`config.mk`:
```
export PLATFORM = sky130hd
export DESIGN_NAME = ahb_sram_if
export DESIGN_NICKNAME = d
export VERILOG_FILES = /design/src/rtl/ahb_sram_pkg.sv /design/src/rtl/sram_byte_seq.sv /design/src/rtl/ahb_sram_if.sv
export SDC_FILE = /design/constraint.sdc
export NUM_CORES = 1
export LEC_CHECK = 0
export ABC_AREA = 1
export CORE_AREA = 10 10 112 114
export CTS_CLUSTER_SIZE = 40
export DETAILED_ROUTE_END_ITERATION = 6
export DIE_AREA = 0 0 122 124
export PLACE_DENSITY = 0.82
export SETUP_SLACK_MARGIN = 0.02
export SLEW_MARGIN = 25
export SYNTH_ARGS = -nofsm -noshare
export SYNTH_HDL_FRONTEND = slang
export SYNTH_SLANG_ARGS = --single-unit
```
`constraint.sdc`:
```
create_clock -name hclk -period 3.7 [get_ports hclk]
set_input_delay 0.74 -clock hclk [delete_from_list [all_inputs] [get_ports hclk]]
set_output_delay 0.74 -clock hclk [all_outputs]
set_load 0.005 [all_outputs]
```
`src/rtl/ahb_sram_pkg.sv`:
```
// ahb_sram_pkg: shared encodings and state type for the AHB-to-SRAM byte-serial front end
package ahb_sram_pkg;
  localparam int SRAM_ADDR_WIDTH_DEFAULT = 12;
  localparam logic [1:0] HTRANS_IDLE   = 2'd0;
  localparam logic [1:0] HTRANS_BUSY   = 2'd1;
  localparam logic [1:0] HTRANS_NONSEQ = 2'd2;
  localparam logic [1:0] HTRANS_SEQ    = 2'd3;
  localparam logic [2:0] HSIZE_BYTE = 3'd0;
  localparam logic [2:0] HSIZE_HALF = 3'd1;
  localparam logic [2:0] HSIZE_WORD = 3'd2;
  typedef enum logic [2:0] {ST_IDLE, ST_WR, ST_RD, ST_ERR1, ST_ERR2} state_t;
  function automatic logic [2:0] size_bytes(input logic [2:0] hsize);
    return 3'd1 << hsize[1:0];
  endfunction
endpackage

```
`src/rtl/sram_byte_seq.sv`:
```
// sram_byte_seq: walks the byte lanes of one beat, producing a registered one-hot-low lane strobe
module sram_byte_seq (
  input  logic       hclk,
  input  logic       hresetn,
  input  logic       start,
  input  logic [2:0] n,
  input  logic [1:0] l0,
  output logic [3:0] lane_n,
  output logic [1:0] idx,
  output logic       last,
  output logic       done
);
  logic       active;
  logic [1:0] k;
  logic [2:0] n_q;
  assign last = active && ({1'b0, k} == n_q - 3'd1);
  // Lane walker: load on start, shift the strobe one lane up per cycle, drop it after the last byte
  always_ff @(posedge hclk or negedge hresetn) begin
    if (!hresetn) begin
      active <= 1'b0;
      k      <= 2'd0;
      n_q    <= 3'd0;
      idx    <= 2'd0;
      lane_n <= 4'hF;
      done   <= 1'b0;
    end else begin
      done <= last && !start;
      if (start) begin
        active <= 1'b1;
        k      <= 2'd0;
        n_q    <= n;
        idx    <= l0;
        lane_n <= ~(4'b0001 << l0);
      end else if (last) begin
        active <= 1'b0;
        k      <= 2'd0;
        lane_n <= 4'hF;
      end else if (active) begin
        k      <= k + 2'd1;
        idx    <= idx + 2'd1;
        lane_n <= {lane_n[2:0], 1'b1};
      end
    end
  end
endmodule

```
`src/rtl/ahb_sram_if.sv`:
```
// ahb_sram_if: AHB-Lite slave that splits each beat into byte-serial accesses on the SRAM bank array
module ahb_sram_if
  import ahb_sram_pkg::*;
#(
  parameter int SRAM_ADDR_WIDTH = SRAM_ADDR_WIDTH_DEFAULT,
  parameter int SRAM_DATA_WIDTH = 32
) (
  input  logic                       hclk,
  input  logic                       hresetn,
  input  logic                       hsel,
  input  logic [1:0]                 htrans,
  input  logic                       hwrite,
  input  logic [2:0]                 hsize,
  input  logic [31:0]                haddr,
  input  logic [SRAM_DATA_WIDTH-1:0] hwdata,
  input  logic                       hready,
  output logic                       hreadyout,
  output logic                       hresp,
  output logic [SRAM_DATA_WIDTH-1:0] hrdata,
  output logic [3:0]                 sram_cb_n,
  output logic [3:0]                 sram_cs_n,
  output logic [SRAM_ADDR_WIDTH-1:0] sram_addr,
  output logic                       sram_write_n,
  output logic [SRAM_DATA_WIDTH-1:0] sram_wdata,
  input  logic [SRAM_DATA_WIDTH-1:0] sram_rdata
);
  state_t                     state, state_nx;
  logic                       accept, err_in, start, seq_last, seq_done, rd_vld, unused;
  logic [1:0]                 idx, rd_idx;
  logic [3:0]                 lane_n;
  logic [SRAM_DATA_WIDTH-1:0] rbuf, rd_merged, hrdata_q;
  assign accept = hsel && htrans[1] && hready && hreadyout;
  assign err_in = hsize > HSIZE_WORD || (hsize == HSIZE_HALF && haddr[0]) ||
                  (hsize == HSIZE_WORD && haddr[1:0] != 2'b00);
  assign start = accept && !err_in;
  assign sram_cb_n = lane_n;
  assign sram_cs_n = lane_n;
  assign sram_wdata = sram_write_n ? '0 : {(SRAM_DATA_WIDTH/8){hwdata[{idx, 3'b000} +: 8]}};
  assign hrdata = (state == ST_RD && seq_done) ? rd_merged : hrdata_q;
  assign unused = ^{htrans[0], haddr[31:SRAM_ADDR_WIDTH+2], sram_rdata[SRAM_DATA_WIDTH-1:8]};
  sram_byte_seq u_seq (
    .hclk   (hclk),
    .hresetn(hresetn),
    .start  (start),
    .n      (size_bytes(hsize)),
    .l0     (haddr[1:0]),
    .lane_n (lane_n),
    .idx    (idx),
    .last   (seq_last),
    .done   (seq_done)
  );
  // State register
  always_ff @(posedge hclk or negedge hresetn) begin
    if (!hresetn) state <= ST_IDLE;
    else state <= state_nx;
  end
  // Next state: hold while stalled (ERR1 always advances), otherwise follow the captured address phase
  always_comb begin
    state_nx = !hreadyout ? (state == ST_ERR1 ? ST_ERR2 : state) :
               !accept ? ST_IDLE : err_in ? ST_ERR1 : hwrite ? ST_WR : ST_RD;
  end
  // AHB response: writes finish on the last byte, reads one cycle later, errors take two cycles
  always_comb begin
    hreadyout = state == ST_WR ? seq_last : state == ST_RD ? seq_done : state != ST_ERR1;
    hresp     = state == ST_ERR1 || state == ST_ERR2;
  end
  // Returning read byte lands in the lane issued the cycle before
  always_comb begin
    rd_merged = rbuf;
    if (rd_vld) rd_merged[{rd_idx, 3'b000} +: 8] = sram_rdata[7:0];
  end
  // SRAM strobe/address registers, read byte assembly and the held read result
  always_ff @(posedge hclk or negedge hresetn) begin
    if (!hresetn) begin
      sram_write_n <= 1'b1;
      sram_addr    <= '0;
      rd_vld       <= 1'b0;
      rd_idx       <= 2'd0;
      rbuf         <= '0;
      hrdata_q     <= '0;
    end else begin
      rd_vld <= lane_n != 4'hF && sram_write_n;
      rd_idx <= idx;
      rbuf   <= (start && !hwrite) ? '0 : rd_merged;
      if (state == ST_RD && seq_done) hrdata_q <= rd_merged;
      if (start) begin
        sram_write_n <= !hwrite;
        sram_addr    <= haddr[SRAM_ADDR_WIDTH+1:2];
      end else if (seq_last) begin
        sram_write_n <= 1'b1;
      end
    end
  end
endmodule

```
== Word-level counts from Yosys, hierarchy flattened ==
Index checks and enable logic that the tools add are counted.

* Bits in registers: 96
* Input bits: 106
* Output and inout bits: 87
* Logic and storage cells: 82

* $lt $le $gt $ge: 1
* Equality and inequality tests: 10
* Bitwise gates (word level): 1
* $add $sub $neg: 4
* Multiplexer cells: 25
* Reduce and logical (&&, ||, !) cells: 23
* Shifts and indexed selects: 5

{| class="wikitable"
|+ Operator list
! kind !! number
|-
| $mux W32 || 4
|-
| $bwmux W32 || 1
|-
| $shift A8 B7 Y32 const A || 1
|-
| $shiftx A32 B6 Y8 || 1
|-
| $shiftx A8 B7 Y32 || 1
|-
| $mux W2 || 9
|-
| $mux W4 || 3
|-
| $logic_and A1 B1 Y1 || 11
|-
| $eq A3 B2 Y1 const B || 3
|-
| $reduce_bool A2 Y1 || 4
|-
| $neg A5 Y7 || 1
|-
| $eq A3 B1 Y1 const B || 2
|-
| $mux W1 || 6
|-
| $mux W3 || 2
|-
| $add A2 B1 Y2 const B || 2
|-
| $ne A4 B4 Y1 const B || 1
|-
| $not A4 Y4 || 1
|-
| $shl A1 B2 Y4 const A || 1
|-
| $eq A2 B3 Y1 || 1
|-
| $eq A3 B3 Y1 const B || 1
|-
| $gt A3 B2 Y1 const B || 1
|-
| $logic_not A1 Y1 || 3
|-
| $logic_or A1 B1 Y1 || 3
|-
| $ne A3 B2 Y1 const B || 1
|-
| 5 further kinds || 5
|}

== Depth between registers and ports, before layout ==
* Depth after elaboration: 8
* Depth in mapped cells: 13

== By module ==
A second synthesis with hierarchy kept.

* Cell total of the unflattened synthesis: 635
* Area, all modules: 4882.2 um2

{| class="wikitable"
|+ Modules (own cells, without submodules)
! module !! cells each !! instances !! area an instance (um2) !! sequential area each (um2)
|-
| ahb_sram_if || 553 || 1 || 4222.8 || 2078.2
|-
| sram_byte_seq || 82 || 1 || 659.4 || 330.3
|}

== Worst setup path before layout ==
Ideal clock, no wire load.

* Path type: register -> output
* From: register rd_idx[0]
* To: output hrdata[5]
* Arrival: 1898 ps
* Path buffers: 1
* Stages on the path, launching flop included: 9
* Slack: 1062 ps
* Cell sequence: dfrtp_1 -> clkinv_1 -> clkbuf_1 -> ha_1 -> nor3_2 -> nand3_1 -> nand2_1 -> inv_1 -> o21ai_1

* Longest elaborated chain between the ends: 5
* Elaborated cells on any way between the ends: 6

{| class="wikitable"
|+ Ends and longest elaborated chain
! element !! line !! source
|-
| from (decl) || ahb_sram_if.sv:29 || <nowiki>logic [1:0] idx, rd_idx;</nowiki>
|-
| from (signal assigned) || ahb_sram_if.sv:83 || <nowiki>rd_idx <= idx;</nowiki>
|-
| $neg A5 Y7 * || ahb_sram_if.sv:70 || <nowiki>if (rd_vld) rd_merged[{rd_idx, 3'b000} +: 8] = sram_rdata[7:0];</nowiki>
|-
| $shiftx A8 B7 Y32 / $shift A8 B7 Y32 (equally long branches) || ahb_sram_if.sv:70 ||
|-
| $bwmux W32 * || ahb_sram_if.sv:70 ||
|-
| $mux W32 * || ahb_sram_if.sv:70 ||
|-
| $mux W32 * || - ||
|-
| to (decl) || ahb_sram_if.sv:19 || <nowiki>output logic [SRAM_DATA_WIDTH-1:0] hrdata,</nowiki>
|}

Every way passes the cells marked *; elsewhere a longest branch is shown, timed or not.

== Worst setup path after layout ==
* From: register rd_idx[0]
* To: output hrdata[22]

Same word-level chain as after synthesis.

==> run_results.csv <==
group,metric,value,unit
status,status,"finished clean",
logic_synthesis,synthTopCellsByArea,"dfrtp_1 48%, nand2_1 10%, nor2_1 4.7%",
cts,ctsHoldBuffers,0,
cells_and_area,syn2layout_area_growth,32.8,%
cts,cts_tree,"done",
worst_setup_path,reg2reg_to,"rbuf[28]",
timing,max_freq,287,MHz
global_routing,grt_use_met2,26.6,%
cells_and_area,regArea,2410,um^2
cells_and_area,layout_common_cells,"148 x clkdlybuf4s50_1, 126 x nand2_1, 91 x dfrtp_1",
logic_synthesis,syn_nets,653,
logic_synthesis,synthCells,541,
power_and_ir_drop,p_leak,2.90,nW
logic_synthesis,synth-edff-count,0,
placed_design,routabilityCongestion,0.896,
route,drtIter0Drc,251,
global_routing,grt_pass1_vias,4005,
min_path,hp-class,"input port to asynchronous set/reset pin",
global_routing,grtUsageTotal,16.3,%
global_routing,antenna_found_initial,0,
floorplan,core_area,10200,um^2
worst_setup_path,crit_slowest_cell,"clkdlybuf4s50_1",
worst_setup_path,cp_common_cell,"nor2_1",
logic_synthesis,synth_area,4730,um^2
cells_and_area,multi_input_area,1860,um^2
floorplan,fp.dieH,124,um
cts,clockBufferDepth,2,
timing,hold_viol,0,
global_routing,grt_pass1_wl,20.2,mm
worst_setup_path,critPathCaptureType,"output pin",
worst_setup_path,worstPathMaxFanout,7,
logic_synthesis,yosys_warnings,0,
timing,tns,0,ns
placed_design,dp_cells,784,
route,routed_wl,12.6,mm
logic_synthesis,yosys.area.top_type_share,48.1,%
cts,clockRootBuffer,"clkbuf_8",
worst_setup_path,slowest_delay,0.55,ns
timing,finClkSkew,0.0124,ns
logic_synthesis,syn_area_per_cell,8.74,um^2
global_routing,met1_usage,19.8,%
placed_design,numPortBuffers,149,
logic_synthesis,yosys.cell_types.count,39,
cells_and_area,finalNonFillerCells,800,
cells_and_area,mostFrequentLayoutCell,"clkdlybuf4s50_1",
logic_synthesis,synth_top_area_cell,"dfrtp_1",
route,ant_nets,0,
worst_setup_path,timing.rr.start,"u_seq.n_q[0]",
cts,cts_buffers,9,
floorplan,row_count,37,
global_routing,use_met3,5.97,%
worst_setup_path,crit_chain,"clkinv_1 -> ha_1 -> inv_1 -> nor2_1 -> nand2_2 -> nor2_1 -> a21oi_1 -> o21ai_1 -> clkdlybuf4s50_1",
global_routing,grt_max_degree,71,
floorplan,fp.dieArea,15100,um^2
cells_and_area,diodes,0,
power_and_ir_drop,power.density,779,nW/um^2
cells_and_area,drive_gt1_share,12.5,%
floorplan,start_util,46.2,%
cts,path_clk_slew,0.10,ns
power_and_ir_drop,vdd_drop_max,0.312,mV
worst_setup_path,worstSetupPathType,"flop to output pin",
worst_setup_path,cp_num_cells,9,
timing,grt_setup_unrepaired,"no",
worst_setup_path,worstPathArrival,2.74,ns
worst_setup_path,required,2.96,ns
floorplan,fp.dieW,122,um
worst_setup_path,crit_family,"buffers and inverters",
worst_setup_path,cp_num_buf_inv,3,
route,avgViaCountPerCell,4.93,
floorplan,ios,193,
logic_synthesis,dominantRegCellSynth,"dfrtp_1",
cts,clock_sinks,96,
cells_and_area,final_net_count,771,
worst_setup_path,ff2ff_path_depth,10,
timing,relSlewSlack,42.5,%
cells_and_area,nFillCells,845,
logic_synthesis,ys_seq_area_share,50.9,%
timing,slew_viol_final,0,
timing,setup_viol,0,
cts,clock_latency,0.37,ns
global_routing,grt_overflow,0,
timing,fin_crit_sh,94.1,%
route,wire_per_inst,15.7,um
timing,fin_crit,3.48,ns
flow_run,maxCapViolCount,0,
route,vias,3946,
worst_setup_path,worst_setup_path_start_kind,"flop",
placed_design,place_hpwl,9.65,mm
route,drt_pass1_iterations,4,
logic_synthesis,ys_ff_latch,96,
global_routing,grt.busiest_layer,"met2",
logic_synthesis,async_reset_ff_share,100,%
worst_setup_path,reg2reg_slack,1.41,ns
timing,tightest_slew,0.862,ns
cts,htreeDepth,3,
route,drc_errors,0,
[worst max-delay path by stage]
stage,endpoint,from,slack [ns]
finish,hrdata[22],rd_idx[0],0.22
global route,hrdata[10],state[0],0.03
CTS,hrdata[1],rd_idx[0],0.14
detailed placement,hrdata[10],sram_rdata[2],0.51
global placement,hrdata[10],sram_rdata[2],0.51
floorplan,hrdata[5],rd_idx[0],1.06
[kinds of logic (layout without fill, tap and decap cells)]
kind of cell	after synthesis	after routing	synth area share, %
and+or+nand+nor	258	258	25.3
AOI/OAI and AO/OA	97	97	11.9
DFF	96	96	50.9
xor gates and xnor gates	1	1	0.185
buffers and inverters	83	206	10.1
adders and majority gates	6	6	1.59
[area by class of cell]
class                      count  area share [%]
clock buffer                   9            1.97
timing repair buffer         154            24.3
clock inverter                 7           0.996
sequential                    96            38.3
tap                          136            2.71
inverter                      36            2.15
multi-input combinational    362            29.5
[what timing repair did]
action	4_1_cts	5_1_grt
gates resized for setup	0	4
endpoints found under the hold margin	0	0
setup endpoints to repair	0	13
buffers inserted	0	0
[through the flow]
| step | hold slack, ns | total power, mW | utilization [%] | area [um^2] | setup WS [ns] |
|---|---|---|---|---|---|
| after detailed placement | 0.464 | 4.26 | 59.4 | 6080 | 0.506 |
| final | 0.472 | 4.89 | 61.4 | 6280 | 0.220 |
| after floorplan | 0.349 | 3.11 | - | 4730 | 1.06 |
| after CTS | 0.490 | 4.94 | 61.3 | 6270 | 0.138 |
| after global routing | 0.513 | 5.29 | 61.4 | 6280 | 0.0291 |
| after global placement | 0.461 | 4.18 | 59.4 | 6080 | 0.510 |
[sequential cells by signal (all words and copies together) (netlist names)]
signal        cells
u_seq.idx         2
u_seq.n_q         3
u_seq.lane_n      4
rbuf             32
sram_addr        12
rd_idx            2
state             3
hrdata_q         32
u_seq.done        1
u_seq.k           2
u_seq.active      1
rd_vld            1
sram_write_n      1
[synth_stat cells, types with 6 or more instances]
| cell | instances |
|---|---|
| nor2_1 | 59 |
| a22oi_1 | 15 |
| nand2_1 | 127 |
| clkbuf_1 | 6 |
| inv_1 | 30 |
| nor2_2 | 28 |
| o21ai_1 | 35 |
| nand3_1 | 20 |
| buf_2 | 8 |
| ha_1 | 6 |
| dfrtp_1 | 91 |
| o21ai_0 | 18 |
| a21oi_1 | 18 |
| buf_4 | 29 |
[where the power goes]
part / total [mW] / leakage, nW / switching (mW) / internal [mW]
sequential: 1.74 / 1.15 / 0.240 / 1.50
clock: 0.658 / 0.0980 / 0.398 / 0.260
combinational: 2.49 / 1.65 / 1.21 / 1.29
total: 4.89 / 2.90 / 1.84 / 3.05
[routing by layer]
layer	vias up	wire length, um
li1	1961	-
met1	1820	5140
met2	153	6160
met3	12	1150
met4	0	114
met5	-	0
[worst register-to-register path: cells and delay by family (launching register included)]
family	cells	cell delay (ns)
DFF	1	0.40
AOI/OAI and AO/OA	1	0.25
adders and majority gates	1	0.31
and+or+nand+nor	7	1.14
buffers and inverters	1	0.06
Power figures use the tool's default switching activity.
